## src/rtl/sqr_iter_seq.sv

```systemverilog
`default_nettype none
// ============================================================================
//  Module      : sqr_iter_seq
//  Description : Iterative shift-and-add squarer (x -> x*x), one operand per
//                start/ready transaction, one multiplier bit per two cycles.
//                Optional build macro SQR_EARLY_EXIT_EN ends the iteration as
//                soon as the remaining multiplier bits are all zero, and sends
//                a zero operand straight to DONE. Results are identical in
//                both builds; only the latency changes.
//  Revision    : 1.0 - initial release
// ============================================================================
module sqr_iter_seq #(
    parameter int DW = 8
) (
    input  logic            clk,
    input  logic            rst,       // synchronous, active-low
    input  logic            start,
    input  logic [DW-1:0]   operand,
    output logic            busy,
    output logic            ready,
    output logic [2*DW-1:0] result
);

    // Bit-counter width is derived from the operand width.
    localparam int CW = $clog2(DW) + 1;

    localparam logic [CW-1:0] c_LAST_BIT = CW'(DW - 1);

    // FSM encoding: one state per clock cycle.
    localparam logic [1:0] c_ST_IDLE  = 2'd0;
    localparam logic [1:0] c_ST_ADD   = 2'd1;
    localparam logic [1:0] c_ST_SHIFT = 2'd2;
    localparam logic [1:0] c_ST_DONE  = 2'd3;

    logic [1:0]      r_state;
    logic [1:0]      w_next_state;
    logic [2*DW-1:0] r_a;        // multiplicand, shifted left each bit
    logic [DW-1:0]   r_b;        // multiplier, shifted right each bit
    logic [2*DW-1:0] r_acc;      // partial-product accumulator
    logic [CW-1:0]   r_count;    // multiplier bits consumed so far
    logic            r_busy;
    logic            r_ready;
    logic [2*DW-1:0] r_result;
    logic [DW-1:0]   w_b_shift;
    logic            w_last;

    assign w_b_shift = r_b >> 1;

    // Iteration ends after the last multiplier bit, or (early-exit build)
    // once no set bits remain in the multiplier.
`ifdef SQR_EARLY_EXIT_EN
    assign w_last = (r_count == c_LAST_BIT) || (w_b_shift == '0);
`else
    assign w_last = (r_count == c_LAST_BIT);
`endif

    // Next-state decode; unused codes fall back to IDLE.
    always_comb begin
        w_next_state = r_state;
        case (r_state)
            c_ST_IDLE: begin
                if (start) begin
`ifdef SQR_EARLY_EXIT_EN
                    if (operand == '0) begin
                        w_next_state = c_ST_DONE;
                    end else begin
                        w_next_state = c_ST_ADD;
                    end
`else
                    w_next_state = c_ST_ADD;
`endif
                end
            end
            c_ST_ADD:   w_next_state = c_ST_SHIFT;
            c_ST_SHIFT: w_next_state = w_last ? c_ST_DONE : c_ST_ADD;
            c_ST_DONE:  w_next_state = c_ST_IDLE;
            default:    w_next_state = c_ST_IDLE;
        endcase
    end

    // State, datapath and output registers.
    always_ff @(posedge clk) begin
        if (!rst) begin
            r_state  <= c_ST_IDLE;
            r_a      <= '0;
            r_b      <= '0;
            r_acc    <= '0;
            r_count  <= '0;
            r_busy   <= 1'b0;
            r_ready  <= 1'b0;
            r_result <= '0;
        end else begin
            r_state <= w_next_state;
            // Registered copy of (state != IDLE), aligned with r_state.
            r_busy  <= (w_next_state != c_ST_IDLE);
            case (r_state)
                c_ST_IDLE: begin
                    // The ready pulse always ends after one cycle in IDLE,
                    // whether or not a new operand is accepted.
                    r_ready <= 1'b0;
                    if (start) begin
                        r_a     <= {{DW{1'b0}}, operand};
                        r_b     <= operand;
                        r_acc   <= '0;
                        r_count <= '0;
                    end
                end
                c_ST_ADD: begin
                    // Sum is bounded by operand^2 < 2^(2*DW): no overflow.
                    if (r_b[0]) begin
                        r_acc <= r_acc + r_a;
                    end
                end
                c_ST_SHIFT: begin
                    r_a     <= r_a << 1;
                    r_b     <= w_b_shift;
                    r_count <= r_count + CW'(1);
                end
                c_ST_DONE: begin
                    r_result <= r_acc;
                    r_ready  <= 1'b1;
                end
                default: begin
                    r_ready <= 1'b0;
                end
            endcase
        end
    end

    assign busy   = r_busy;
    assign ready  = r_ready;
    assign result = r_result;

endmodule
`default_nettype wire

```

## config.mk

```make
export PLATFORM = sky130hd
export DESIGN_NAME = sqr_iter_seq
export DESIGN_NICKNAME = d
export VERILOG_FILES = /design/src/rtl/sqr_iter_seq.sv
export SDC_FILE = /design/constraint.sdc
export NUM_CORES = 1
export LEC_CHECK = 0
export BUFFER_PORTS_ARGS = -buffer_cell sky130_fd_sc_hd__buf_2
export CELL_PAD_IN_SITES_DETAIL_PLACEMENT = 1
export CELL_PAD_IN_SITES_GLOBAL_PLACEMENT = 1
export CORE_AREA = 2 2 93 95
export DETAILED_ROUTE_END_ITERATION = 7
export DIE_AREA = 0 0 95 97
export PLACE_DENSITY = 0.69
export SYNTH_ARGS = -nofsm -noshare
export SYNTH_HDL_FRONTEND = slang
export SYNTH_SLANG_ARGS = --single-unit
```

## constraint.sdc

```tcl
create_clock -name clk -period 2.05 [get_ports clk]
set_input_delay 0.3075 -clock clk [delete_from_list [all_inputs] [get_ports clk]]
set_output_delay 0.3075 -clock clk [all_outputs]
set_load 0.02 [all_outputs]
```

==> impl_metrics.tcl, run 1 <==
set metrics [dict create \
    grt_pass1_vias 2882 \
    period_needed_ps 2190 \
    wl_per_cell_um 16.1 \
    ir_drop_mv 0.316 \
    dieWidth_um 95 \
    r2r-end "r_acc[8]" \
    power_density_nw_per_um2 738 \
    startpoint "r_acc[0]" \
    start_util 0.396 \
    nets 442 \
    cts_root_buf "clkbuf_8" \
    layout-drive-gt1-share 0.266 \
    ctsHoldBuffers 0 \
    fp.coreArea_um2 8130 \
    power.internal_w 0.00206 \
    final_util 0.494 \
    diodes 0 \
    n_fill_cell 958 \
    path_class "flop to flop" \
    hp-start "operand[7]" \
    grt_pass1_wl_mm 14.0 \
    fin_ws_ps -139 \
    r2r-start "r_acc[0]" \
    clkPwrFrac 0.305 \
    antenna_found_initial 0 \
    final_cells 519 \
    switching_power_w 0.000904 \
    finalMaxSlewViolations 0 \
    fin_crit_sh 1.07 \
    ff2ff_setup_slack_ps -140 \
    dpl.cell_count 501 \
    grt_use_met3 0.0304 \
    drt_iter0_drc 75 \
    synth_area_leaders "dfxtp_1 40%, ha_1 7.8%, nor2b_1 7.8%, mux2i_1 5.9%, nand2_1 4.7%" \
    netlist_instances 353 \
    clk_pin_slew_worst_paths_ps 70 \
    vias 2765 \
    grt_usage 0.191 \
    crit_fanout 2 \
    gp_congestion 0.797 \
    viasPerCell 5.33 \
    drt-pass1-iter-count 4 \
    endpoint_kind "flop" \
    drc 0 \
    leakagePower_nw 1.72 \
    routed_wl_mm 8.36 \
    avgSynthCellArea_um2 9.12 \
    synth_seq_area_share 0.398 \
    synth-warning-count 0 \
    dp_hpwl_mm 5.93 \
    dieHeight_um 97 \
    cts_sinks 64 \
    status "finished with violations" \
    p_seq_frac 0.472 \
    slew_headroom 0.739 \
    ant_nets 0 \
    swShare 0.305 \
    start_kind "flop" \
    finalHoldViolCount 0 \
    syn_area_um2 3220 \
    r2r_cells 9 \
    fin_skew_ps 8.83 \
    setup_viol 2 \
    yosys_register_bits 64 \
    clk_path_buf_depth 2 \
    ys_types 49 \
    use_met1 0.242 \
    yosysTopAreaCellShare 0.398 \
    hold_class "primary input to flop" \
    gr-total-overflow 0 \
    worst_pin_slew_ps 392 \
    critPathCapture "r_acc[8]" \
    num_rows 33 \
    insertion_delay_ps 340 \
    cts_tree "built" \
    grt_start_max_net_pins 29 \
    fmax_mhz 457 \
    syn_to_final_growth_pct 24.7 \
    ios 29 \
    numCtsBuffers 9 \
    p_comb_frac 0.223 \
    gr-max-usage-layer "met2" \
    portBuffers 28 \
    synth_top_area_cell "dfxtp_1" \
    crit_required_ps 2280 \
    dp_worst_setup_slack_ps -174 \
    failed_checks "negative setup slack" \
    p_total_w 0.00296 \
    arrival_ps 2420 \
    grt_setup_unrepaired "true" \
    h-tree-depth 3 \
    maxCapViolCount 0 \
    synth_fp_nets 385 \
    dieArea_um2 9220 \
    grt.met2_usage 0.328 \
]
-- Yosys cell counts, drive strengths merged --
| cell type | instances |
|---|---|
| nand3 | 2 |
| a21bo | 1 |
| nand4 | 2 |
| a41o | 1 |
| xor2 | 4 |
| nand2b | 2 |
| buf | 4 |
| nor2b | 41 |
| nand2 | 40 |
| and3 | 2 |
| o211ai | 2 |
| a21o | 2 |
| dfxtp | 64 |
| a22o | 2 |
| a22oi | 15 |
| and2 | 7 |
| o31ai | 4 |
| a41oi | 1 |
| inv | 10 |
| o211a | 13 |
| a211oi | 2 |
| xnor2 | 4 |
| or2 | 2 |
| fa | 1 |
| ha | 20 |
| o41ai | 1 |
| mux2i | 19 |
| and4 | 1 |
| a311oi | 1 |
| clkbuf | 14 |
| or4 | 1 |
| o311a | 1 |
| a21oi | 22 |
| o32ai | 1 |
| o31a | 2 |
| or3 | 2 |
| a21boi | 6 |
| nor2 | 6 |
| nor3 | 1 |
| a31oi | 1 |
| a32o | 1 |
| o21a | 5 |
| o21ai | 20 |
-- area by class of cell --
class	instances	area, um2	share of cell area
Multi-Input combinational cell	261	1980	0.493
Sequential cell	64	1290	0.322
Timing Repair Buffer	64	423	0.105
Tap cell	105	131	0.0327
Clock buffer	10	128	0.0318
Inverter	10	37.5	0.00934
Clock inverter	5	25.0	0.00623
-- cells in the final DEF, fill, tap and decap left out, types with 4 or more instances in the layout --
cell      instances
buf_4            35
o21a_1            5
a21oi_1          21
o21ai_0          14
xor2_1            4
and2_1            7
inv_1             8
dfxtp_1          54
dfxtp_2          10
nand2_1          39
o211a_1          13
clkinv_2          5
mux2i_1          19
ha_1             13
xnor2_1           4
a22oi_1          15
nor2b_1          40
buf_2            28
nor2_1            6
ha_4              6
clkbuf_8          9
a21boi_0          4
o21ai_1           5
-- state kept, by name, summed over array words and instances, names as in the netlist --
| register | cells |
|---|---|
| r_a | 16 |
| r_acc | 16 |
| result | 16 |
| r_b | 8 |
| r_count | 4 |
| r_state | 2 |
| busy | 1 |
| ready | 1 |
-- critical path, cell delays in order, from the launching register on --
cell and delay [ps]:
dfxtp_2 350, ha_4 160, inv_2 50, fa_2 220, nor2b_4 50, o31a_1 260
o31a_1 260, o21a_1 180, or3_1 310, a32o_1 240
-- kinds of logic after synthesis --
kind of cell,Yosys count,synth area share
AND/OR/NAND/NOR,109,0.178
buffers and inverters,28,0.0334
XOR/XNOR,8,0.0218
adder cells (fa/ha/maj),21,0.0839
multiplexers,19,0.0591
AO/OA/AOI/OAI,104,0.226
flip-flops,64,0.398
-- power by group through the flow --
stage                     sequential (W)  clock (W)  combinational, W
final                            0.00140   0.000904          0.000660
after global routing             0.00141    0.00100          0.000739
after CTS                        0.00139   0.000945          0.000644
after detailed placement         0.00141          0          0.000629
after global placement           0.00141          0          0.000612
after floorplan                  0.00140          0          0.000382
-- per-stage QoR --
step / TNS, ps / hold slack, ps / cell area, um2
finish: -169 / 251 / 4020
floorplan: -124 / 447 / 3220
global placement: -258 / 479 / 3680
CTS: -180 / 238 / 3920
detailed placement: -542 / 490 / 3680
global route: -406 / 264 / 4020
-- per-layer routing --
metal | part of all wire | vias up
met1 | 0.47 | 1344
met3 | 0.019 | 10
met2 | 0.50 | 30
met5 | 0 | -
li1 | - | 1381
met4 | 0.015 | 0
-- how the worst min path moves through the flow --
stage                 to  depth (start not counted)  slack (ps)
3_3_place_gp      r_b[1]                          1         480
3_5_place_dp   r_acc[11]                          2         490
4_1_cts           r_a[7]                          3         240
2_1_floorplan   r_acc[2]                          2         450
6_report          r_a[7]                          3         250
5_1_grt           r_b[7]                          3         260
-- what timing repair did --
action | 4_1_cts | 5_1_grt
setup endpoints to repair | 5 | 9
gates cloned | 0 | 0
gates resized for setup | 12 | 23
pin swaps | 5 | 6
buffers inserted | 2 | 1
No activity file was read; power rests on OpenSTA's default activity.
==> run 2, diff against run 1 <==
CORE_AREA = 2 2 92 94   (was 2 2 93 95)
DIE_AREA = 0 0 94 96   (was 0 0 95 97)
PLACE_DENSITY = 0.7   (was 0.69)
==> impl_metrics.tcl, run 2 (synthesized netlist as in run 1, its figures left out) <==
set metrics [dict create \
    drt-pass1-iter-count 4 \
    p_total_w 0.00327 \
    gp_congestion 0.801 \
    path_class "flop to flop" \
    clk_pin_slew_worst_paths_ps 70 \
    grt_pass1_vias 2862 \
    wl_per_cell_um 15.9 \
    grt_usage 0.196 \
    dieArea_um2 9020 \
    cts_tree "built" \
    cts_root_buf "clkbuf_8" \
    holdWs_ps 244 \
    nets 438 \
    clk_path_buf_depth 2 \
    grt_setup_unrepaired "true" \
    final_common_cell "dfxtp_1" \
    fmax_mhz 463 \
    fin_crit_sh 1.05 \
    drt_iter0_drc 92 \
    syn_to_final_growth_pct 23.2 \
    arrival_ps 2400 \
    slew_headroom 0.701 \
    n_fill_cell 957 \
    dp_hpwl_mm 5.79 \
    status "finished with violations" \
    worst_pin_slew_ps 443 \
    layout-drive-gt1-share 0.219 \
    final_cells 516 \
    numCtsBuffers 9 \
    fin_ws_ps -108 \
    insertion_delay_ps 350 \
    diodes 0 \
    dieHeight_um 96 \
    fp.coreArea_um2 8050 \
    ios 29 \
    grt_pass1_wl_mm 13.8 \
    vias 2725 \
    gr-max-usage-layer "met2" \
    ant_nets 0 \
    failed_checks "negative setup slack" \
    portBuffers 28 \
    grt_start_max_net_pins 35 \
    setup_viol 3 \
    use_met1 0.244 \
    dpl.cell_count 499 \
    hold_class "primary input to flop" \
    num_rows 33 \
    antenna_found_initial 0 \
    h-tree-depth 3 \
    finalHoldViolCount 0 \
    period_needed_ps 2160 \
    dieWidth_um 94 \
    viasPerCell 5.28 \
    leakagePower_nw 1.72 \
    finalMaxSlewViolations 0 \
    start_kind "flop" \
    cts_sinks 64 \
    drc 0 \
    power_density_nw_per_um2 825 \
    final_cell_mix "62 x dfxtp_1, 40 x nand2_1, 40 x nor2b_1" \
    routed_wl_mm 8.18 \
    crit_fanout 3 \
    gr-total-overflow 0 \
    ctsHoldBuffers 0 \
    start_util 0.400 \
    maxCapViolCount 0 \
    grt_use_met3 0.0282 \
    fin_skew_ps 12.4 \
    endpoint_kind "flop" \
    ir_drop_mv 0.388 \
    grt.met2_usage 0.338 \
    crit_required_ps 2290 \
]
-- run 2: cell count changes in the layout (fill, tap and decap cells not counted), moves of 3 or more --
cell      before  now
clkinv_2       5    0
buf_4         35   32
ha_4           6    2
ha_1          13   17
dfxtp_2       10    2
dfxtp_1       54   62
clkbuf_8       9   12
-- run 2: critical path: stages (launching register included) --
cell and delay [ps]:
dfxtp_2 340, ha_4 160, inv_2 50, fa_2 220, nor2b_4 50, o31a_1 260, o31a_1 260, o21a_1 180
or3_1 300, a32o_1 240
-- run 2: layer usage --
| layer | part of all wire | routed length [um] |
|---|---|---|
| met4 | 0.021 | 170 |
| met1 | 0.48 | 3930 |
| met3 | 0.020 | 162 |
| met5 | 0 | 0 |
| met2 | 0.48 | 3920 |
-- run 2: timing repair --
item	CTS	global route
pin swaps	3	1
buffers inserted	1	0
setup endpoints to repair	5	7
hold endpoints to repair	0	0
resized for setup	9	8
-- run 2: cell type report --
class | instances | area, um2 | area share
timing repair buffer | 60 | 380 | 0.0958
inverter | 10 | 37.5 | 0.00946
multi-input combinational | 261 | 1900 | 0.480
tap | 105 | 131 | 0.0331
clock inverter | 2 | 60.1 | 0.0151
sequential | 64 | 1280 | 0.323
clock buffer | 14 | 173 | 0.0435
-- run 2: where the power goes --
part / total, W / internal, W / switching, W / leakage, nW
sequential: 0.00139 / 0.00132 / 0.0000626 / 0.521
clock: 0.00128 / 0.000787 / 0.000494 / 0.117
combinational: 0.000606 / 0.000268 / 0.000338 / 1.08
-- run 2: final timing paths --
check	from	end	slack [ps]	cells after the start
min reg2reg	r_acc[13]	r_acc[13]	480	2
max reg2reg	r_a[0]	r_acc[8]	-110	9
max	r_a[0]	r_acc[8]	-110	9
min	operand[7]	r_a[7]	240	3
-- run 2: metrics by stage --
step                setup TNS [ps]  cell area [um2]  utilization  setup WS, ps
finish                        -152             3970        0.493          -108
global route                  -547             3970        0.493          -189
CTS                           -192             3930        0.488          -120
detailed placement            -466             3660        0.454          -161
global placement              -254             3660        0.454          -120
floorplan                     -124             3220            -          -124
